--- config.mk ---
export PLATFORM = sky130hd
export DESIGN_NAME = bellek_asamasi
export DESIGN_NICKNAME = d
export VERILOG_FILES = /design/src/rtl/bellek_asamasi_pkg.sv /design/src/rtl/bellek_asamasi_hizalayici.sv /design/src/rtl/bellek_asamasi.sv
export SDC_FILE = /design/constraint.sdc
export NUM_CORES = 1
export LEC_CHECK = 0
export CORE_MARGIN = 1
export CORE_UTILIZATION = 45
export CTS_BUF_LIST = sky130_fd_sc_hd__clkbuf_4
export DETAILED_ROUTE_END_ITERATION = 8
export DONT_BUFFER_PORTS = 1
export GPL_TIMING_DRIVEN = 0
export MAX_ROUTING_LAYER = met4
export SLEW_MARGIN = 20
export SYNTH_ARGS = -nofsm -noshare
export SYNTH_HDL_FRONTEND = slang
export SYNTH_SLANG_ARGS = --single-unit
--- constraint.sdc ---
create_clock -name clk_i -period 2.4 [get_ports clk_i]
set_input_delay 0.48 -clock clk_i [delete_from_list [all_inputs] [get_ports clk_i]]
set_output_delay 0.48 -clock clk_i [all_outputs]
set_load 0.02 [all_outputs]
--- src/rtl/bellek_asamasi_pkg.sv ---
// rtl/bellek_asamasi_pkg.sv - access size codes, stage states and size helper for the memory stage
package bellek_asamasi_pkg;

  localparam logic [1:0] BOYUT_B = 2'd0;
  localparam logic [1:0] BOYUT_H = 2'd1;
  localparam logic [1:0] BOYUT_W = 2'd2;
  localparam logic [1:0] BOYUT_D = 2'd3;

  typedef enum logic [1:0] {
    BOSTA = 2'd0,
    ISTEK = 2'd1,
    YANIT = 2'd2
  } durum_e;

  function automatic logic [3:0] boyut_bayt(input logic [1:0] boyut);
    return 4'd1 << boyut;
  endfunction

endpackage

--- src/rtl/bellek_asamasi_hizalayici.sv ---
// rtl/bellek_asamasi_hizalayici.sv - bellek_hizalayici: byte strobes, store lane shift, load lane select and extension
module bellek_hizalayici
  import bellek_asamasi_pkg::*;
#(
  parameter int VERI_BIT = 32
) (
  input  logic [1:0]                     boyut_i,
  input  logic [$clog2(VERI_BIT/8)-1:0]  ofs_i,
  input  logic                           isaretsiz_i,
  input  logic [VERI_BIT-1:0]            yaz_veri_i,
  output logic [VERI_BIT/8-1:0]          maske_o,
  output logic [VERI_BIT-1:0]            yaz_veri_o,
  input  logic [VERI_BIT-1:0]            oku_veri_i,
  output logic [VERI_BIT-1:0]            oku_veri_o
);

  localparam int BAYT = VERI_BIT / 8;

  logic [BAYT-1:0]            temel;
  logic [VERI_BIT-1:0]        kaydir;
  logic [VERI_BIT-1:0]        sola;
  logic signed [VERI_BIT-1:0] isaretli;
  int                         bos_bit;

  always_comb begin
    temel      = BAYT'((16'd1 << boyut_bayt(boyut_i)) - 16'd1);
    maske_o    = temel << ofs_i;
    yaz_veri_o = yaz_veri_i << {ofs_i, 3'b000};
    // Push the selected lane to the top, then shift back to extend from its top bit.
    kaydir     = oku_veri_i >> {ofs_i, 3'b000};
    bos_bit    = VERI_BIT - 8 * int'(boyut_bayt(boyut_i));
    sola       = kaydir << bos_bit;
    isaretli   = $signed(sola) >>> bos_bit;
    oku_veri_o = isaretsiz_i ? (sola >> bos_bit) : isaretli;
  end

endmodule

--- src/rtl/bellek_asamasi.sv ---
// rtl/bellek_asamasi.sv - in-order core memory stage; BELLEK_HIZALAMA_DENETIMI_EN enables misalignment trapping
module bellek_asamasi
  import bellek_asamasi_pkg::*;
#(
  parameter int VERI_BIT = 32,
  parameter int PS_BIT   = 32,
  parameter int UOP_BIT  = 64
) (
  input  logic                  clk_i,
  input  logic                  rst_i,
  input  logic [UOP_BIT-1:0]    uop_i,
  input  logic                  uop_gecerli_i,
  input  logic                  bel_gecerli_i,
  input  logic                  bel_yaz_i,
  input  logic [1:0]            bel_boyut_i,
  input  logic                  bel_isaretsiz_i,
  input  logic [PS_BIT-1:0]     bel_adres_i,
  input  logic [VERI_BIT-1:0]   bel_veri_i,
  output logic                  l1v_istek_gecerli_o,
  input  logic                  l1v_istek_hazir_i,
  output logic [PS_BIT-1:0]     l1v_istek_adres_o,
  output logic                  l1v_istek_yaz_o,
  output logic [VERI_BIT-1:0]   l1v_istek_veri_o,
  output logic [VERI_BIT/8-1:0] l1v_istek_maske_o,
  input  logic [VERI_BIT-1:0]   l1v_veri_i,
  input  logic                  l1v_veri_gecerli_i,
  output logic                  l1v_veri_hazir_o,
  output logic                  duraklat_o,
  output logic [UOP_BIT-1:0]    geri_yaz_uop_o,
  output logic                  geri_yaz_gecerli_o,
  output logic [VERI_BIT-1:0]   geri_yaz_veri_o,
  output logic                  hizasiz_o
);

  localparam int OFS_BIT = $clog2(VERI_BIT / 8);
  localparam logic [PS_BIT-1:0] HAT_MASKE = {{(PS_BIT-OFS_BIT){1'b1}}, {OFS_BIT{1'b0}}};

  durum_e              durum_q, durum_d;
  logic [UOP_BIT-1:0]  uop_q, uop_d, gy_uop_q, gy_uop_d;
  logic [1:0]          boyut_q, boyut_d, boyut_gir;
  logic [PS_BIT-1:0]   adres_q, adres_d, adres_gir, ofs_maske;
  logic [VERI_BIT-1:0] veri_q, veri_d, gy_veri_q, gy_veri_d;
  logic                yaz_q, yaz_d, isaretsiz_q, isaretsiz_d;
  logic                gy_gecerli_q, gy_gecerli_d, hizasiz_q, hizasiz_d;
  logic                yasal, hatali;
  logic [VERI_BIT/8-1:0] maske;
  logic [VERI_BIT-1:0] yaz_hizali, oku_genis;

  // Double accesses on a 32-bit datapath fall back to word so the lane logic stays in range.
  always_comb begin
    yasal     = (bel_boyut_i != BOYUT_D) || (VERI_BIT == 64);
    boyut_gir = yasal ? bel_boyut_i : BOYUT_W;
    ofs_maske = PS_BIT'(boyut_bayt(boyut_gir) - 4'd1);
`ifdef BELLEK_HIZALAMA_DENETIMI_EN
    hatali    = !yasal || ((bel_adres_i & ofs_maske) != '0);
    adres_gir = bel_adres_i;
`else
    hatali    = 1'b0;
    adres_gir = bel_adres_i & ~ofs_maske;
`endif
  end

  bellek_hizalayici #(.VERI_BIT(VERI_BIT)) u_hizalayici (
    .boyut_i     (boyut_q),
    .ofs_i       (adres_q[OFS_BIT-1:0]),
    .isaretsiz_i (isaretsiz_q),
    .yaz_veri_i  (veri_q),
    .maske_o     (maske),
    .yaz_veri_o  (yaz_hizali),
    .oku_veri_i  (l1v_veri_i),
    .oku_veri_o  (oku_genis)
  );

  always_comb begin
    durum_d      = durum_q;
    uop_d        = uop_q;
    boyut_d      = boyut_q;
    adres_d      = adres_q;
    veri_d       = veri_q;
    yaz_d        = yaz_q;
    isaretsiz_d  = isaretsiz_q;
    gy_uop_d     = gy_uop_q;
    gy_gecerli_d = 1'b0;
    gy_veri_d    = '0;
    hizasiz_d    = 1'b0;
    case (durum_q)
      BOSTA: begin
        if (uop_gecerli_i) begin
          if (!bel_gecerli_i || hatali) begin
            gy_uop_d     = uop_i;
            gy_gecerli_d = 1'b1;
            hizasiz_d    = bel_gecerli_i;
          end else begin
            uop_d       = uop_i;
            boyut_d     = boyut_gir;
            adres_d     = adres_gir;
            veri_d      = bel_veri_i;
            yaz_d       = bel_yaz_i;
            isaretsiz_d = bel_isaretsiz_i;
            durum_d     = ISTEK;
          end
        end
      end
      ISTEK: begin
        if (l1v_istek_hazir_i) begin
          if (yaz_q) begin
            gy_uop_d     = uop_q;
            gy_gecerli_d = 1'b1;
            durum_d      = BOSTA;
          end else begin
            durum_d = YANIT;
          end
        end
      end
      YANIT: begin
        if (l1v_veri_gecerli_i) begin
          gy_uop_d     = uop_q;
          gy_gecerli_d = 1'b1;
          gy_veri_d    = oku_genis;
          durum_d      = BOSTA;
        end
      end
      default: durum_d = BOSTA;
    endcase
  end

  always_ff @(posedge clk_i) begin
    if (rst_i) begin
      durum_q      <= BOSTA;
      uop_q        <= '0;
      boyut_q      <= '0;
      adres_q      <= '0;
      veri_q       <= '0;
      yaz_q        <= 1'b0;
      isaretsiz_q  <= 1'b0;
      gy_uop_q     <= '0;
      gy_gecerli_q <= 1'b0;
      gy_veri_q    <= '0;
      hizasiz_q    <= 1'b0;
    end else begin
      durum_q      <= durum_d;
      uop_q        <= uop_d;
      boyut_q      <= boyut_d;
      adres_q      <= adres_d;
      veri_q       <= veri_d;
      yaz_q        <= yaz_d;
      isaretsiz_q  <= isaretsiz_d;
      gy_uop_q     <= gy_uop_d;
      gy_gecerli_q <= gy_gecerli_d;
      gy_veri_q    <= gy_veri_d;
      hizasiz_q    <= hizasiz_d;
    end
  end

  // Request fields are driven only in ISTEK so the L1 sees zeros otherwise.
  assign l1v_istek_gecerli_o = (durum_q == ISTEK);
  assign l1v_istek_adres_o   = l1v_istek_gecerli_o ? (adres_q & HAT_MASKE) : '0;
  assign l1v_istek_yaz_o     = l1v_istek_gecerli_o & yaz_q;
  assign l1v_istek_veri_o    = (l1v_istek_gecerli_o && yaz_q) ? yaz_hizali : '0;
  assign l1v_istek_maske_o   = l1v_istek_gecerli_o ? maske : '0;
  assign l1v_veri_hazir_o    = (durum_q == YANIT);
  assign duraklat_o          = (durum_q != BOSTA);
  assign geri_yaz_uop_o      = gy_uop_q;
  assign geri_yaz_gecerli_o  = gy_gecerli_q;
  assign geri_yaz_veri_o     = gy_veri_q;
  assign hizasiz_o           = hizasiz_q;

endmodule

==> summary.md, run 1 <==
| Metric | Value |
|---|---|
| Kind of critical path | `reg2out` |
| EDFF count, synth | `0` |
| Layout filler cell count | `1973` |
| Max Cap Viol | `0` |
| Sequential-to-total area share from yosys stat | `44.38%` |
| Slew margin rel. | `47.15%` |
| Min Hold Slack | `47.62 ps` |
| Port Buffers | `0` |
| Via density | `5.608` |
| CTS sink cnt | `231` |
| Max incr delay on CP | `320 ps` |
| Hold Fails Final Rpt | `0` |
| CP Cell Sequence | `inv_2 -> ha_4 -> buf_8 -> and3_4 -> and2_4 -> buf_12 -> nand2_4 -> o21ai_4` |
| Register bit count reported by yosys | `231` |
| CTS tree | `built` |
| Post-route minimum period | `2583 ps` |
| Worst EP required | `about 1900 ps` |
| Mapped Cells | `1241` |
| Pre-Repair DR Iteration Count | `5` |
| GRT Total Usage | `29.76%` |
| Finished layout cell area | `14140 um2` |
| Initial antenna violation count | `1` |
| Worst EP arrival | `2100 ps` |
| Actual slew at the worst max-slew pin | `a little under 800 ps` |
| Ratio of total power to cell area | `~700 nW/um2` |
| Unrepaired setup endpoints after global routing | `true` |
| Register area | `4636 um2` |
| Setup Viol. Count Final | `25` |
| Main synth FF type | `dfxtp_1` |
| Die Span Y | `154.2 um` |
| Initial Util | `45.89%` |
| Async set or reset register ratio after synthesis | `0%` |
| IO Count | `340` |
| Hold path cells | `2` |
| R2R depth | `11` |
| Failing checks | `negative setup slack` |
| Worst Setup SP | `durum_q[1]` |
| Mapped Avg Cell Area | `around 8.4 um2` |
| Slowest library cell on the worst path | `dfxtp_2` |
| R2r setup slk | `150 ps` |
| Maximum number of pins on one net before global-route repair | `17` |
| Hold_sp | `bel_boyut_i[1]` |
| Non-filler cells, final | `1792` |
| Placed Area | `approximately 11000 um2` |
| Total vias in the final route | `10050` |
| Die Wd | `about 150 um` |
| Tcrit/Tclk final | `107.6%` |
| Worst min-delay path class | `in2reg` |
| Drt drc | `0` |
| Vias in the first global route | `10090` |
| Root Driver | `clkbuf_4` |
| First-pass GRT wire length | `53830 um` |
| Clock skew | `40.43 ps` |
| CP Capture Type | `output port` |
| Drt total wl | `35540 um` |
| Core area | `around 23000 um2` |
| Clk slew on worst S/H paths | `60 ps` |
| Fraction of layout cells with a size suffix above 1 | `between 20% and 30%` |
| Inserted Clock Buffers | `67` |
| Setup crit end | `l1v_istek_veri_o[23]` |
| Static leakage | `0.005257 uW` |
| Post-synthesis cell area | `about 10000 um2` |
| F_max | `387.2 MHz` |
| Synth cell types | `53` |
| CP startpoint kind | `flip-flop` |
| Worst R2R End | `geri_yaz_veri_o[15]` |
| Final Wtd Congestion | `0.9474` |
| Final setup margin | `-182.6 ps` |
| Status | `finished, violations left` |
| Dpl hpwl | `23590 um` |
| Slew Limit Fails | `0` |
| Avg WL per Cell | `~20 um` |
| Yosys warns | `0` |
| First DRT Iteration DRCs | `472` |
| H-tree depth | `3` |
| CP Max Fanout | `8` |
| Area Growth Syn to Fin | `35.72%` |
| Post-route ant nets | `0` |
| Nets | `approximately 1600` |
| Pre-CTS setup slack | `-564.1 ps` |
| Rows | `55` |
| Multi-input logic area | `5976 um2` |
| Grt ovf | `0` |
| Clock latency on the worst-skew pair | `670 ps` |
| Cells after DPL | `1528` |
| R2r startpoint | `boyut_q[1]` |
| Die area | `23770 um2` |
| Max clock buf depth | `3` |
| Setup_tns | `-3773 ps` |
| Worst VDD drop | `0.4380 mV` |
-- final cells by class --
class / count / share of cell area [%]
Multi-Input combinational cell: 890 / 42.25
Sequential cell: 231 / 32.78
Timing Repair Buffer: 151 / 10.87
Clock buffer: 102 / 5.414
Buffer: 100 / 5.069
Tap cell: 285 / 2.521
Clock inverter: 15 / 0.6104
Inverter: 17 / 0.4689
Antenna cell: 1 / 0.01769
-- layer usage --
layer  up-vias  global-route usage, %  wire [um]
li1       4703                      -          -
met1      4788                  34.03      14280
met2       442                  47.08      16790
met3       117                  8.238       2868
met4         0                  16.71       1594
met5         -                      -          0
-- critical path: cells and delay by family, from the launching register on --
family / cells / cell delay, ps
and+or+nand+nor: 3 / 420
DFF: 1 / 320
AOI/OAI and AO/OA: 1 / 120
adders and majority gates: 1 / 240
buffers and inverters: 3 / 360
-- report_power, final --
part | leakage (uW) | switching, uW | total [uW] | internal (uW)
logic | 0.00285 | 931 | 1660 | 725
registers | 0.00189 | 397 | 4500 | 4100
clock network | 0.000512 | 1690 | 3730 | 2040
-- synthesized netlist by cell type (11+ instances only) --
| master | count | area share (%) |
|---|---|---|
| inv_1 | 13 | 0.47 |
| o22ai_1 | 15 | 0.90 |
| o21ai_0 | 11 | 0.53 |
| buf_2 | 32 | 1.5 |
| nor2b_1 | 12 | 0.72 |
| dfxtp_1 | 231 | 44 |
| clkbuf_1 | 50 | 1.8 |
| a21oi_1 | 157 | 7.5 |
| a211oi_2 | 42 | 5.0 |
| nor2_1 | 83 | 3.0 |
| o21ai_1 | 15 | 0.72 |
| mux2i_1 | 96 | 9.2 |
| nand2_1 | 316 | 11 |
| a211oi_1 | 37 | 2.7 |
| and2_1 | 40 | 2.4 |
-- registers in the layout (all words and copies together), names as in the netlist --
register	cells
geri_yaz_uop_o	64
geri_yaz_veri_o	32
geri_yaz_gecerli_o	1
adres_q	32
isaretsiz_q	1
durum_q	2
uop_q	64
yaz_q	1
boyut_q	2
veri_q	32
-- stage by stage --
step / utilization, % / total power (uW)
floorplan: - / 5532
global placement: 47.49 / 5852
detailed placement: 47.49 / 5878
CTS: 61.35 / 9910
global route: 62.28 / 10380
finish: 62.28 / 9890
-- cells in the final DEF (no fill, tap or decap), drive strengths merged, types with 2 or more instances in the layout --
cell	synthesis	final
nand3	3	3
mux2	3	3
ha	7	7
o21ai	26	26
nor2	84	84
inv	17	20
buf	55	73
a211oi	79	79
dfxtp	231	231
clkinv	0	10
nor3b	2	2
nand2	316	316
nand3b	6	6
nand2b	2	2
a21o	3	3
a22oi	9	9
conb	1	3
clkbuf	50	149
nor4	4	4
and3	4	4
and2	40	40
nor3	2	2
mux2i	96	96
o22ai	16	16
a21oi	160	160
nor2b	12	12
dlygate4sd3	0	131
-- how the worst min path moves through the flow --
stage                             end  slack (ps)
final                      adres_q[1]          50
after global placement     adres_q[2]         440
after global routing       adres_q[1]           9
after CTS                  veri_q[13]           1
after floorplan           adres_q[10]         430
after detailed placement   adres_q[7]         440
-- what timing repair did --
action                                  in CTS  in global routing
setup buffers                               10                  7
gates resized for setup                    230                 53
hold buffers                               131                  0
endpoints found under the setup margin     172                 77
pin swaps                                   26                 18
cloned                                       1                  2
hold endpoints to repair                   131                  0
-- logic make-up (layout without fill, tap and decap cells) --
group | Yosys count | count (layout) | share of synthesized area, %
AND/OR/NAND/NOR | 478 | 478 | 19.68
other | 1 | 4 | 0.03598
flip-flops | 231 | 231 | 44.38
multiplexers | 100 | 100 | 9.761
buffers and inverters | 122 | 385 | 5.703
adder cells (fa/ha/maj) | 7 | 7 | 0.8404
AO/OA/AOI/OAI | 302 | 302 | 19.61
No activity file was read; power rests on OpenSTA's default activity.
==> inputs of run 2 (changes only) <==
DONT_BUFFER_PORTS = not set   (was 1)
PLACE_DENSITY = 0.79   (was not set)
SKIP_CTS_REPAIR_TIMING = 1   (was not set)
clock period = 2.8 ns   (was 2.4 ns; I/O delays follow)
==> summary.md, run 2 (same netlist as run 1, synthesis figures left out) <==
| Metric | Value |
|---|---|
| Setup crit end | `l1v_istek_maske_o[3]` |
| Max Cap Viol | `0` |
| First DRT Iteration DRCs | `570` |
| Total vias in the final route | `10460` |
| Failing checks | `negative setup slack` |
| Actual slew at the worst max-slew pin | `714.8 ps` |
| Port Buffers | `~340` |
| R2r setup slk | `130 ps` |
| H-tree depth | `2` |
| CP Cell Sequence | `buf_4 -> nor2_4 -> inv_4 -> buf_4 -> ha_1 -> o21bai_1 -> o21ai_0 -> a21oi_1 -> o21a_1 -> buf_4` |
| Tcrit/Tclk final | `106.8%` |
| Via density | `about 5.3` |
| Ratio of total power to cell area | `approximately 540 nW/um2` |
| Worst EP arrival | `2430 ps` |
| Most frequent cells in the layout | `nand2_1, clkdlybuf4s50_1, dfxtp_1` |
| Final setup margin | `-190.7 ps` |
| GRT Total Usage | `29.88%` |
| Final Wtd Congestion | `about 0.97` |
| F_max | `between 300 and 400 MHz` |
| Status | `finished, violations left` |
| Nets | `approximately 1800` |
| Area Growth Syn to Fin | `47.06%` |
| Worst EP required | `between 2000 and 2500 ps` |
| Layout filler cell count | `1898` |
| Grt ovf | `0` |
| Vias in the first global route | `10120` |
| Drt drc | `0` |
| Max incr delay on CP | `290 ps` |
| Slew margin rel. | `between 50% and 60%` |
| Worst min-delay path class | `in2reg` |
| Pre-Repair DR Iteration Count | `5` |
| R2r startpoint | `boyut_q[0]` |
| Inserted Clock Buffers | `60` |
| Fraction of layout cells with a size suffix above 1 | `between 10% and 20%` |
| Avg WL per Cell | `18.06 um` |
| Non-filler cells, final | `1976` |
| CTS sink cnt | `roughly 230` |
| Critical path depth in cells | `10` |
| Family with the most delay on the worst path | `buffers and inverters` |
| Multi-input logic area | `5399 um2` |
| CP Capture Type | `output port` |
| Post-route minimum period | `2991 ps` |
| Commonest non-fill, non-tap cell in the layout | `nand2_1` |
| Hold Fails Final Rpt | `0` |
| Most frequent CP cell | `buf_4` |
| Initial antenna violation count | `2` |
| CP startpoint kind | `flip-flop` |
| Register area | `around 4600 um2` |
| Kind of critical path | `reg2out` |
| Cells after DPL | `1864` |
| Min Hold Slack | `417.4 ps` |
| Total Power | `8349 uW` |
| Drt total wl | `35680 um` |
| Maximum number of pins on one net before global-route repair | `18` |
| IO Count | `between 300 and 400` |
| Rows | `55` |
| Slowest library cell on the worst path | `dfxtp_1` |
| Clock latency on the worst-skew pair | `690 ps` |
| Worst Setup SP | `boyut_q[0]` |
| Core area | `around 23000 um2` |
| Pre-CTS setup slack | `-384.8 ps` |
| Static leakage | `0.006400 uW` |
| Unrepaired setup endpoints after global routing | `true` |
| Die Wd | `approximately 150 um` |
| Setup Viol. Count Final | `2` |
| CTS tree | `built` |
| Max clock buf depth | `3` |
| Die area | `23770 um2` |
| Crit path buffers/inverters | `4` |
| Slew Limit Fails | `0` |
| Clock skew | `17.89 ps` |
| Initial Util | `45.89%` |
| CP Max Fanout | `11` |
| Clk slew on worst S/H paths | `60 ps` |
| First-pass GRT wire length | `between 50000 and 60000 um` |
| Die Span Y | `~150 um` |
| Root Driver | `clkbuf_4` |
| Post-route ant nets | `0` |
| Worst R2R End | `geri_yaz_veri_o[15]` |
| Dpl hpwl | `26240 um` |
| R2R depth | `10` |
| Worst VDD drop | `0.3709 mV` |
-- run 2: cell types whose count changed in the layout (fill, tap and decap cells not counted), sizes merged --
cell / change
clkbuf: -7
diode: +1
buf: +10
clkinvlp: -1
dlygate4sd3: -131
clkdlybuf4s50: +268
clkinv: +4
dlymetal6s2s: +41
inv: -1
-- run 2: layer usage --
layer  vias up  wire (um)  part of all wire [%]  GRT usage [%]
met5         -          0                     0              -
met4         0       1455                   4.1          13.62
met3        86       2594                   7.3          7.425
met2       419      16870                    47          48.05
met1      4903      14760                    41          35.25
li1       5051          -                     -              -
-- run 2: stage by stage --
stage          util [%]  cell area [um2]  TNS (ps)
5_1_grt           67.49            15330    -731.0
3_5_place_dp      62.30            14150     -8113
2_1_floorplan         -            10430         0
3_3_place_gp      62.30            14150     -5975
6_report          67.49            15330    -197.6
4_1_cts           65.44            14860    -48400
-- run 2: power breakdown --
group / internal, uW / switching [uW]
combinational: 882 / 1020
sequential: 3520 / 141
clock: 1430 / 1360
total: 5830 / 2520
-- run 2: cell type report --
| cell class | instances | area share (%) |
|---|---|---|
| multi-input cells | 890 | 35.23 |
| flip-flops and latches | 231 | 30.21 |
| repair buffers | 350 | 22.97 |
| plain buffers | 103 | 4.123 |
| clock buffers | 81 | 3.968 |
| well taps | 285 | 2.327 |
| clock inverters | 17 | 0.6858 |
| inverters | 17 | 0.4490 |
| diodes | 2 | 0.03266 |
-- run 2: worst min path at each step --
| stage | startpoint | end | slack, ps | depth (start not counted) |
|---|---|---|---|---|
| final | bel_adres_i[30] | adres_q[30] | 420 | 3 |
| after floorplan | adres_q[10] | adres_q[10] | 430 | 2 |
| after global placement | adres_q[26] | adres_q[26] | 440 | 2 |
| after detailed placement | adres_q[16] | adres_q[16] | 440 | 2 |
| after CTS | bel_veri_i[12] | veri_q[12] | 370 | 3 |
| after global routing | bel_veri_i[30] | veri_q[30] | 380 | 3 |
-- run 2: worst register-to-register path: stages (launching register included) --
cell	delay (ps)
dfxtp_1	290
buf_4	160
nor2_4	180
inv_4	60
buf_4	180
ha_1	330
clkbuf_1	410
o21ai_0	170
o31ai_1	420
nor3b_2	80
nor4_1	280
